<file path="src/rtl/vid_timing_gen.sv">
// Raster timing generator: sync/blank buses, pixel position and
// frame/line markers, with a whole-frame start/stop handshake.
module vid_timing_gen #(
   parameter int H_ACTIVE = 1920,
   parameter int H_FP     = 88,
   parameter int H_SYNC   = 44,
   parameter int H_BP     = 148,
   parameter int V_ACTIVE = 1080,
   parameter int V_FP     = 4,
   parameter int V_SYNC   = 5,
   parameter int V_BP     = 36,
   parameter bit H_POL    = 1'b1,
   parameter bit V_POL    = 1'b1
) (
   input  logic        clk_i,
   input  logic        rst_n_i,
   input  logic        cen_i,
   input  logic        en_i,
   output logic [2:0]  dvh_sync_o,
   output logic [1:0]  vh_blank_o,
   output logic [11:0] pix_x_o,
   output logic [10:0] pix_y_o,
   output logic        sol_o,
   output logic        sof_o,
   output logic        busy_o,
   output logic [15:0] frame_cnt_o
);

   localparam int H_TOTAL = H_ACTIVE + H_FP + H_SYNC + H_BP;
   localparam int V_TOTAL = V_ACTIVE + V_FP + V_SYNC + V_BP;

   if (H_TOTAL > 4096) begin : g_h_err
      $error("vid_timing_gen: H_TOTAL exceeds 4096");
   end
   if (V_TOTAL > 2048) begin : g_v_err
      $error("vid_timing_gen: V_TOTAL exceeds 2048");
   end

   localparam logic [11:0] HA    = 12'(H_ACTIVE);
   localparam logic [11:0] HS0   = 12'(H_ACTIVE + H_FP);
   localparam logic [11:0] HS1   = 12'(H_ACTIVE + H_FP + H_SYNC);
   localparam logic [11:0] HT_M1 = 12'(H_TOTAL - 1);
   localparam logic [10:0] VA    = 11'(V_ACTIVE);
   localparam logic [10:0] VS0   = 11'(V_ACTIVE + V_FP);
   localparam logic [10:0] VS1   = 11'(V_ACTIVE + V_FP + V_SYNC);
   localparam logic [10:0] VT_M1 = 11'(V_TOTAL - 1);

   // Blanked bus values shown while idle or in reset
   localparam logic [2:0] IDLE_DVH = {1'b0, ~V_POL, ~H_POL};
   localparam logic [1:0] IDLE_VHB = 2'b11;

   typedef enum logic {
      IDLE,
      RUN
   } state_t;

   state_t      state;
   logic        eol;
   logic        last;
   logic [11:0] nx;
   logic [10:0] ny;

   // Sync/blank bits for a position: {D, V, H, Vblank, Hblank}
   function automatic logic [4:0] decode(
      input logic [11:0] x,
      input logic [10:0] y
   );
      logic hb, vb, ha, va;
      hb = (x >= HA);
      vb = (y >= VA);
      ha = (x >= HS0) && (x < HS1);
      va = (y >= VS0) && (y < VS1);
      return {~hb & ~vb,
              va ? V_POL : ~V_POL,
              ha ? H_POL : ~H_POL,
              vb, hb};
   endfunction

   // Next raster position and end-of-line / end-of-frame flags
   always_comb begin
      eol  = (pix_x_o == HT_M1);
      last = eol && (pix_y_o == VT_M1);
      nx   = eol ? 12'd0 : pix_x_o + 12'd1;
      ny   = pix_y_o;
      if (eol) begin
         ny = (pix_y_o == VT_M1) ? 11'd0 : pix_y_o + 11'd1;
      end
   end

   // IDLE/RUN sequencer with all outputs registered from the next position
   always_ff @(posedge clk_i or negedge rst_n_i) begin
      if (!rst_n_i) begin
         state       <= IDLE;
         dvh_sync_o  <= IDLE_DVH;
         vh_blank_o  <= IDLE_VHB;
         pix_x_o     <= '0;
         pix_y_o     <= '0;
         sol_o       <= 1'b0;
         sof_o       <= 1'b0;
         busy_o      <= 1'b0;
         frame_cnt_o <= '0;
      end else begin
         sol_o <= 1'b0;
         sof_o <= 1'b0;
         if (cen_i) begin
            unique case (state)
               IDLE: begin
                  if (en_i) begin
                     state       <= RUN;
                     busy_o      <= 1'b1;
                     pix_x_o     <= '0;
                     pix_y_o     <= '0;
                     {dvh_sync_o, vh_blank_o} <= decode(12'd0, 11'd0);
                     sol_o       <= 1'b1;
                     sof_o       <= 1'b1;
                     frame_cnt_o <= frame_cnt_o + 16'd1;
                  end
               end
               RUN: begin
                  if (last && !en_i) begin
                     state      <= IDLE;
                     busy_o     <= 1'b0;
                     pix_x_o    <= '0;
                     pix_y_o    <= '0;
                     dvh_sync_o <= IDLE_DVH;
                     vh_blank_o <= IDLE_VHB;
                  end else begin
                     pix_x_o <= nx;
                     pix_y_o <= ny;
                     {dvh_sync_o, vh_blank_o} <= decode(nx, ny);
                     sol_o   <= eol;
                     sof_o   <= last;
                     if (last) begin
                        frame_cnt_o <= frame_cnt_o + 16'd1;
                     end
                  end
               end
            endcase
         end
      end
   end

endmodule

</file>
<file path="config.mk">
export PLATFORM = sky130hd
export DESIGN_NAME = vid_timing_gen
export DESIGN_NICKNAME = d
export VERILOG_FILES = /design/src/rtl/vid_timing_gen.sv
export SDC_FILE = /design/constraint.sdc
export NUM_CORES = 1
export LEC_CHECK = 0
export ABC_AREA = 1
export CELL_PAD_IN_SITES_DETAIL_PLACEMENT = 0
export CELL_PAD_IN_SITES_GLOBAL_PLACEMENT = 1
export CORE_MARGIN = 1.5
export CORE_UTILIZATION = 42
export DETAILED_ROUTE_END_ITERATION = 16
export PLACE_DENSITY = 0.85
export SLEW_MARGIN = 20
export SYNTH_ARGS = -nofsm -noshare
export SYNTH_HDL_FRONTEND = slang
export SYNTH_SLANG_ARGS = --single-unit
</file>
<file path="constraint.sdc">
create_clock -name clk_i -period 3.9 [get_ports clk_i]
set_clock_uncertainty 0.15 [all_clocks]
set_input_delay 1.17 -clock clk_i [delete_from_list [all_inputs] [get_ports clk_i]]
set_output_delay 1.17 -clock clk_i [all_outputs]
set_load 0.03 [all_outputs]
</file>
-- Word level (Yosys, flattened, before mapping)
Cells that the tools add are included.
- flip-flop bits (word level): 48
- input port bits: 4
- output and inout port bits: 47
- word-level logic and storage cells: 69
- $add $sub $neg: 3
- $lt $le $gt $ge: 6
- equality and inequality tests: 6
- muxes and demuxes: 33
- bitwise operators: 4
- reduce and logical (&&, ||, !) cells: 8
- operators with widths (operator ; count):
    16-bit 2-to-1 mux ; 3
    11-bit 2-to-1 mux ; 4
    12-bit 2-to-1 mux ; 3
    16-bit one-hot mux with 2 select lines ; 1
    12-bit by 11-bit greater-or-equal comparator with 1-bit output (second input constant) ; 2
    12-bit one-hot mux with 2 select lines ; 1
    11-bit greater-or-equal comparator (second input constant) ; 2
    11-bit one-hot mux with 2 select lines ; 1
    16-bit by 1-bit adder with 16-bit output (second input constant) ; 1
    12-bit by 1-bit adder with 12-bit output (second input constant) ; 1
    12-bit equality test (second input constant) ; 1
    12-bit < comparator (second input constant) ; 1
    11-bit by 1-bit adder with 11-bit output (second input constant) ; 1
    11-bit equality test (second input constant) ; 1
    11-bit < comparator (second input constant) ; 1
    1-bit 2-to-1 mux ; 10
    1-bit one-hot mux with 2 select lines ; 4
    3-bit 2-to-1 mux ; 2
    3-bit one-hot mux with 2 select lines ; 1
    1-bit logical AND ; 4
    2-bit 2-to-1 mux ; 2
    2-bit by 1-bit inequality test with 1-bit output (second input constant) ; 2
    2-bit inequality test (second input constant) ; 2
    2-bit one-hot mux with 2 select lines ; 1
    other kinds (6) ; 8

-- Longest topological paths before layout
Gate-level depths: netlist (run 1).
- depth in word-level cells: 8
- gate-level depth with buffers: 15
- mapped depth without buffers: 15

-- Worst setup path before layout (run 1)
OpenSTA, ideal clock, no wires.
- path type: input to register
- start point: input cen_i
- end point: register dvh_sync_o[2]
- library setup time: 0.123 ns
- data arrival time: 2.094 ns
- path slack: 1.533 ns
- stages: 7
- path buffers: 0
- path through: nand2_1 -> inv_1 -> nor2_1 -> inv_1 -> or2_2 -> nand2_1 -> a21oi_1
- longest elaborated chain between the ends: 1
- RTL lines (what ; line ; text):
    start, declared ; 17 ; input logic cen_i,
    2-bit AND reduction (no source line) ; - ;
    end signal, assigned ; 113 ; {dvh_sync_o, vh_blank_o} <= decode(12'd0, 11'd0);
    end signal, assigned ; 130 ; {dvh_sync_o, vh_blank_o} <= decode(nx, ny);
    end, declared ; 19 ; output logic [2:0] dvh_sync_o,
No other way between the ends.
A chain may end at the register's enable or synchronous reset.

-- Worst setup path after layout (run 1)
- start point: input cen_i
- end point: register pix_x_o[3]
- longest elaborated chain between the ends: 1
- RTL lines (what ; line ; text):
    2-bit AND reduction (no source line) ; - ;
    end signal, assigned ; 128 ; pix_x_o <= nx;
    end, declared ; 21 ; output logic [11:0] pix_x_o,
No other way between the ends.

==> results.py, run 1 <==
metrics = {
    "status": {
        "status": "finished clean",
    },
    "sta": {
        "setup_ws_ps": 948,
        "tns_ps": 0,
        "hold_violations": 0,
        "fin_crit_ps": 2950,
        "setup_viol_count_final": 0,
        "drv_slew": 0,
        "hold-worst-slack_ps": 341,
        "relSlewSlack": 0.596,
        "fmax_ghz": 0.339,
        "tightest_slew_ps": 605,
        "fin_crit_sh": 0.757,
        "grt_setup_unrepaired": "false",
    },
    "placement": {
        "place_hpwl_um": 6300,
        "place_area_um2": 3710,
        "place_congestion": 0.854,
        "post-place-cells": 578,
        "preCtsSetupSlack_ps": 665,
        "numPortBuffers": 50,
    },
    "clock_tree": {
        "cts.repair.resized": 0,
        "cts_buffer_depth": 2,
        "htree_levels": 2,
        "post_cts_buffers": 0,
        "hold_buffers": 0,
        "clock_latency_ps": 300,
        "cts_tree": "done",
        "root_buffer": "clkbuf_8",
        "cts_sinks": 48,
        "clk_pin_slew_ps": 90,
        "cts-buffers-inserted": 5,
    },
    "synthesis": {
        "synthTopCellsByArea": "dfrtp_1 (37%), nand2_1 (15%), inv_1 (6.3%)",
        "synthArstFlopShare": 1.00,
        "syn_area_um2": 3100,
        "synth_ff_type": "dfrtp_1",
        "synth_nets": 442,
        "synth-seq-area-share": 0.389,
        "syn_inst": 433,
        "synth_warnings": 0,
        "synth_edf_count": 0,
        "synth_cell_types": 32,
        "synth.avg_cell_area_um2": 7.15,
        "synthDominantCellAreaShare": 0.372,
        "yosys.area.top_type": "dfrtp_1",
        "ys_ff_latch": 48,
    },
    "final_layout": {
        "num-fill-cells": 705,
        "n_antenna_cell": 0,
        "stdcell_count": 586,
        "fin_area_um2": 3830,
        "area.growth.synth_to_final_pct": 23.7,
        "layout_commonest_cell": "nand2_1",
        "mostFrequentLayoutCells": "nand2_1 (125), inv_1 (52), clkdlybuf4s50_1 (49)",
        "drive_gt1_frac": 0.0739,
        "fin_nets": 495,
    },
    "detailed_routing": {
        "drc_errors": 0,
        "vias": 3023,
        "wl_per_cell_um": 14.3,
        "vias_per_cell": 5.16,
        "ant_nets": 0,
        "routed_wl_um": 8360,
        "drt_pre_antenna_iters": 4,
        "drt_iter0_markers": 125,
    },
    "global_routing": {
        "grt_pass1_wl_um": 13700,
        "grt_pass1_vias": 2848,
        "grt_max_degree": 48,
        "overflow": 0,
        "grt_antenna_before_repair": 0,
        "globalRouteTotalUtil": 0.226,
    },
    "setup_path": {
        "worstPathRequired_ps": 3960,
        "arrival_ps": 3010,
        "critPathMaxStageDelay_ps": 460,
        "worst_r2r_path_depth": 11,
        "worst-setup-path-type": "in2reg",
        "endpoint_kind": "register",
        "critPathMaxFanout": 16,
        "slowest_stage": "clkdlybuf4s50_1",
        "critPathLaunchType": "input pin",
        "crit_chain": "clkdlybuf4s50_1 > nand2_1 > buf_4 > inv_1 > nor2_1 > inv_1 > buf_4 > o22ai_1",
    },
    "die": {
        "num_rows": 31,
        "core-area_um2": 7180,
        "num_io_pins": 51,
        "dieArea_um2": 7900,
        "die_y_um": 88.9,
        "die_w_um": 88.9,
        "initial_core_util": 0.432,
    },
    "hold_path": {
        "min_path_cells": 2,
        "hold_path.class": "reg2reg",
    },
    "run": {
        "cap_violations": 0,
    },
    "pwr": {
        "vdd_ir_drop_max_uv": 290,
        "power.leakage_nw": 1.72,
        "p_per_area_nw_per_um2": 341,
    },
}
-- per-layer routing --
| metal | up-vias | GRT usage | wire length, um |
|---|---|---|---|
| met2 | 82 | 0.339 | 3660 |
| met5 | - | 0 | 0 |
| met4 | 0 | 0.0668 | 146 |
| met1 | 1408 | 0.343 | 4200 |
| li1 | 1520 | - | - |
| met3 | 13 | 0.0233 | 356 |
-- through the flow --
stage / utilization / total power, W
CTS: 0.534 / 0.00132
global route: 0.534 / 0.00137
floorplan: - / 0.000792
global placement: 0.517 / 0.000928
finish: 0.534 / 0.00131
detailed placement: 0.517 / 0.000930
-- state kept, by name, summed over array words and instances, names as in the netlist --
name         count
state            1
sol_o            1
vh_blank_o       2
dvh_sync_o       3
pix_x_o         12
sof_o            1
pix_y_o         11
frame_cnt_o     16
busy_o           1
-- cell usage after synthesis (2+ instances only) --
master	instances
nand2_4	2
buf_2	4
dfrtp_1	46
inv_2	3
dfstp_2	2
xor2_1	11
nand2_1	125
o22ai_1	20
a21oi_1	3
ha_1	5
nor2_4	3
nand3_1	37
or2_2	3
nand2_2	4
nor2_1	44
nor3_1	10
nand4_1	16
nor3_2	2
xnor2_1	7
o21ai_0	19
inv_1	52
nor4_1	3
clkbuf_1	3
-- layout make-up --
cell class / count / area, um^2 / share of cell area
Multi-Input combinational cell: 323 / 1660 / 0.432
Sequential cell: 48 / 1200 / 0.314
Clock inverter: 2 / 38.8 / 0.0101
Inverter: 55 / 206 / 0.0539
Tap cell: 99 / 124 / 0.0323
Clock buffer: 6 / 82.6 / 0.0216
Timing Repair Buffer: 53 / 520 / 0.136
-- power by group --
group,switching (W),internal (W)
Combinational,0.000215,0.000118
Sequential,0.0000547,0.000538
Clock,0.000173,0.000210
Total,0.000442,0.000865
-- final timing paths --
| path | startpoint | endpoint | slack (ps) |
|---|---|---|---|
| hold / removal | vh_blank_o[0] | vh_blank_o[0] | 340 |
| max in group asynchronous | rst_n_i | vh_blank_o[1] | 2310 |
| min in group asynchronous | rst_n_i | frame_cnt_o[8] | 700 |
| setup / recovery | cen_i | pix_x_o[3] | 950 |
| setup reg to reg | pix_x_o[0] | dvh_sync_o[2] | 1310 |
| hold reg to reg | vh_blank_o[0] | vh_blank_o[0] | 340 |
-- cells by family after synthesis --
kind of cell | count (synthesis) | synth area share
compound gates | 44 | 0.0816
xor+xnor | 18 | 0.0509
fa+ha+maj | 5 | 0.0202
buf+inv | 62 | 0.0768
flops | 48 | 0.389
simple gates | 256 | 0.382
-- critical path: cells and delay by family --
kind | cells | cell delay [ps]
AOI/OAI and AO/OA | 1 | 180
and+or+nand+nor | 2 | 360
buffers and inverters | 5 | 1290
Note: power is estimated with default switching activity, not from simulation.
==> run 2, diff against run 1 <==
- CORE_UTILIZATION: 42 -> 35
- PLACE_DENSITY: 0.85 -> 0.76
- clock period: 3.9 -> 2.7 ns (I/O delays scaled with it)
==> run 2 against run 1 <==
Compared with the run above: wire length is 4.0% higher; critical path depth is 7 lower; register-to-register slack worse by 1000 ps; via count is 0.40% lower; non-clock buffer count is 10 higher; sequential cell count stayed put; sequential share of layout area is 0.51 points lower; largest cell class unchanged; clock power is 20% higher.
==> results.py, run 2 (synthesis results as in run 1) <==
metrics = {
    "global_routing": {
        "grt_max_degree": 24,
        "globalRouteTotalUtil": 0.188,
        "grt_antenna_before_repair": 0,
        "overflow": 0,
        "grt_pass1_wl_um": 14600,
        "grt_pass1_vias": 2913,
    },
    "setup_path": {
        "critPathMaxFanout": 9,
        "critPathLaunchType": "register",
        "worstPathRequired_ps": 1740,
        "worst-setup-path-type": "reg2out",
        "setup.worst_path.start": "pix_y_o[2]",
        "arrival_ps": 1540,
        "path_buf_inv": 1,
        "critPathMaxStageDelay_ps": 730,
        "path_delay_family": "buffers and inverters",
        "slowest_stage": "clkdlybuf4s50_1",
        "crit_chain": "clkdlybuf4s50_1",
        "timing.rr.start": "pix_y_o[0]",
        "endpoint_kind": "output port",
    },
    "clock_tree": {
        "hold_buffers": 0,
        "root_buffer": "clkbuf_8",
        "post_cts_buffers": 0,
        "htree_levels": 2,
        "cts_tree": "done",
        "cts_sinks": 48,
        "clock_latency_ps": 300,
        "cts_buffer_depth": 2,
        "clk_pin_slew_ps": 80,
        "cts-buffers-inserted": 5,
    },
    "final_layout": {
        "largest_reg_flops": 16,
        "n_antenna_cell": 0,
        "area.growth.synth_to_final_pct": 25.8,
        "drive_gt1_frac": 0.0927,
        "largest_registers": "frame_cnt_o x16, pix_x_o x12, pix_y_o x11",
        "regMostFlops": "frame_cnt_o",
        "mostFrequentLayoutCells": "nand2_1 (125), inv_1 (52), clkdlybuf4s50_1 (49)",
        "fin_nets": 505,
        "layout_commonest_cell": "nand2_1",
    },
    "detailed_routing": {
        "wl_met1_um": 4580,
        "drt_iter0_markers": 148,
        "vias": 3011,
        "drt_pre_antenna_iters": 4,
        "routed_wl_um": 8690,
        "routed-wl-met2_um": 3780,
        "drc_errors": 0,
        "top_layer": "met4",
        "wl_met3_um": 253,
        "wl_per_cell_um": 14.4,
        "vias_per_cell": 4.99,
        "ant_nets": 0,
    },
    "sta": {
        "tns_ps": 0,
        "grt_setup_unrepaired": "false",
        "hold-worst-slack_ps": 175,
        "fmax_ghz": 0.400,
        "hold_violations": 0,
        "fin_crit_sh": 0.925,
        "relSlewSlack": 0.729,
        "drv_slew": 0,
        "fin_crit_ps": 2500,
        "tightest_slew_ps": 403,
        "setup_viol_count_final": 0,
    },
    "status": {
        "status": "finished clean",
    },
    "pwr": {
        "vdd_ir_drop_max_uv": 446,
        "power.leakage_nw": 1.76,
        "p_per_area_nw_per_um2": 462,
    },
    "placement": {
        "place_hpwl_um": 6800,
        "place_congestion": 0.884,
        "numPortBuffers": 50,
    },
    "run": {
        "cap_violations": 0,
    },
    "die": {
        "num_rows": 34,
        "initial_core_util": 0.359,
        "dieArea_um2": 9420,
        "core-area_um2": 8640,
        "die_y_um": 97.1,
        "die_w_um": 97.1,
        "num_io_pins": 51,
    },
    "hold_path": {
        "hold_path.class": "in2async",
    },
}
==> run 2: cell types whose count changed in the layout (fill, tap and decap cells not counted) <==
| cell | before | now |
|---|---|---|
| clkbuf_8 | 6 | 7 |
| buf_2 | 0 | 1 |
| buf_4 | 4 | 13 |
| bufinv_16 | 1 | 0 |
| nand3_1 | 37 | 36 |
| nand3_2 | 1 | 2 |
| clkinv_4 | 1 | 0 |
==> run 2: layer usage <==
layer	vias up	track usage
met2	59	0.292
met5	-	0
li1	1535	-
met3	8	0.0216
met4	0	0.0334
met1	1409	0.285
==> run 2: final cells by class <==
cell class	instances	area (um^2)
clock buffer	7	96.3
sequential	48	1200
fill	878	4740
timing repair buffer	63	593
inverter	55	206
multi-input combinational	323	1660
tap	108	135
==> run 2: power breakdown <==
group,leakage (nW),internal [W],switching [W]
sequential,0.643,0.000777,0.0000762
clock,0.0503,0.000228,0.000230
combinational,1.07,0.000178,0.000309
==> run 2: path summary, 6_finish.rpt <==
| kind | slack [ps] | cells past startpoint | endpoint |
|---|---|---|---|
| max in group asynchronous | 1680 | 2 | vh_blank_o[0] |
| worst max-delay path | 200 | 1 | pix_y_o[2] |
| worst max register to register | 300 | 14 | vh_blank_o[1] |
| worst min-delay path | 170 | 1 | frame_cnt_o[6] |
| min in group clk_i | 330 | 2 | vh_blank_o[0] |
| worst min register to register | 330 | 2 | vh_blank_o[0] |
==> run 2: metrics by stage <==
step	cells	setup slack (ps)	util	total power (W)	cell area [um^2]
after detailed placement	597	153	0.439	0.00136	3790
after global placement	597	204	0.439	0.00136	3790
after floorplan	433	502	-	0.00114	3100
final	604	202	0.451	0.00180	3890
after CTS	604	189	0.450	0.00182	3890
after global routing	604	99.2	0.451	0.00190	3890
==> run 2: repair_timing <==
action / in CTS / in global routing
endpoints found under the hold margin: 0 / 0
endpoints found under the setup margin: 0 / 1
gates resized for setup: 0 / 1
==> run 3, diff against run 2 <==
- CAP_MARGIN: not set -> 20
- GPL_TIMING_DRIVEN: not set -> 1
==> results of run 3 <==
No change in the layout: final DEF, timing and power equal those of run 2.
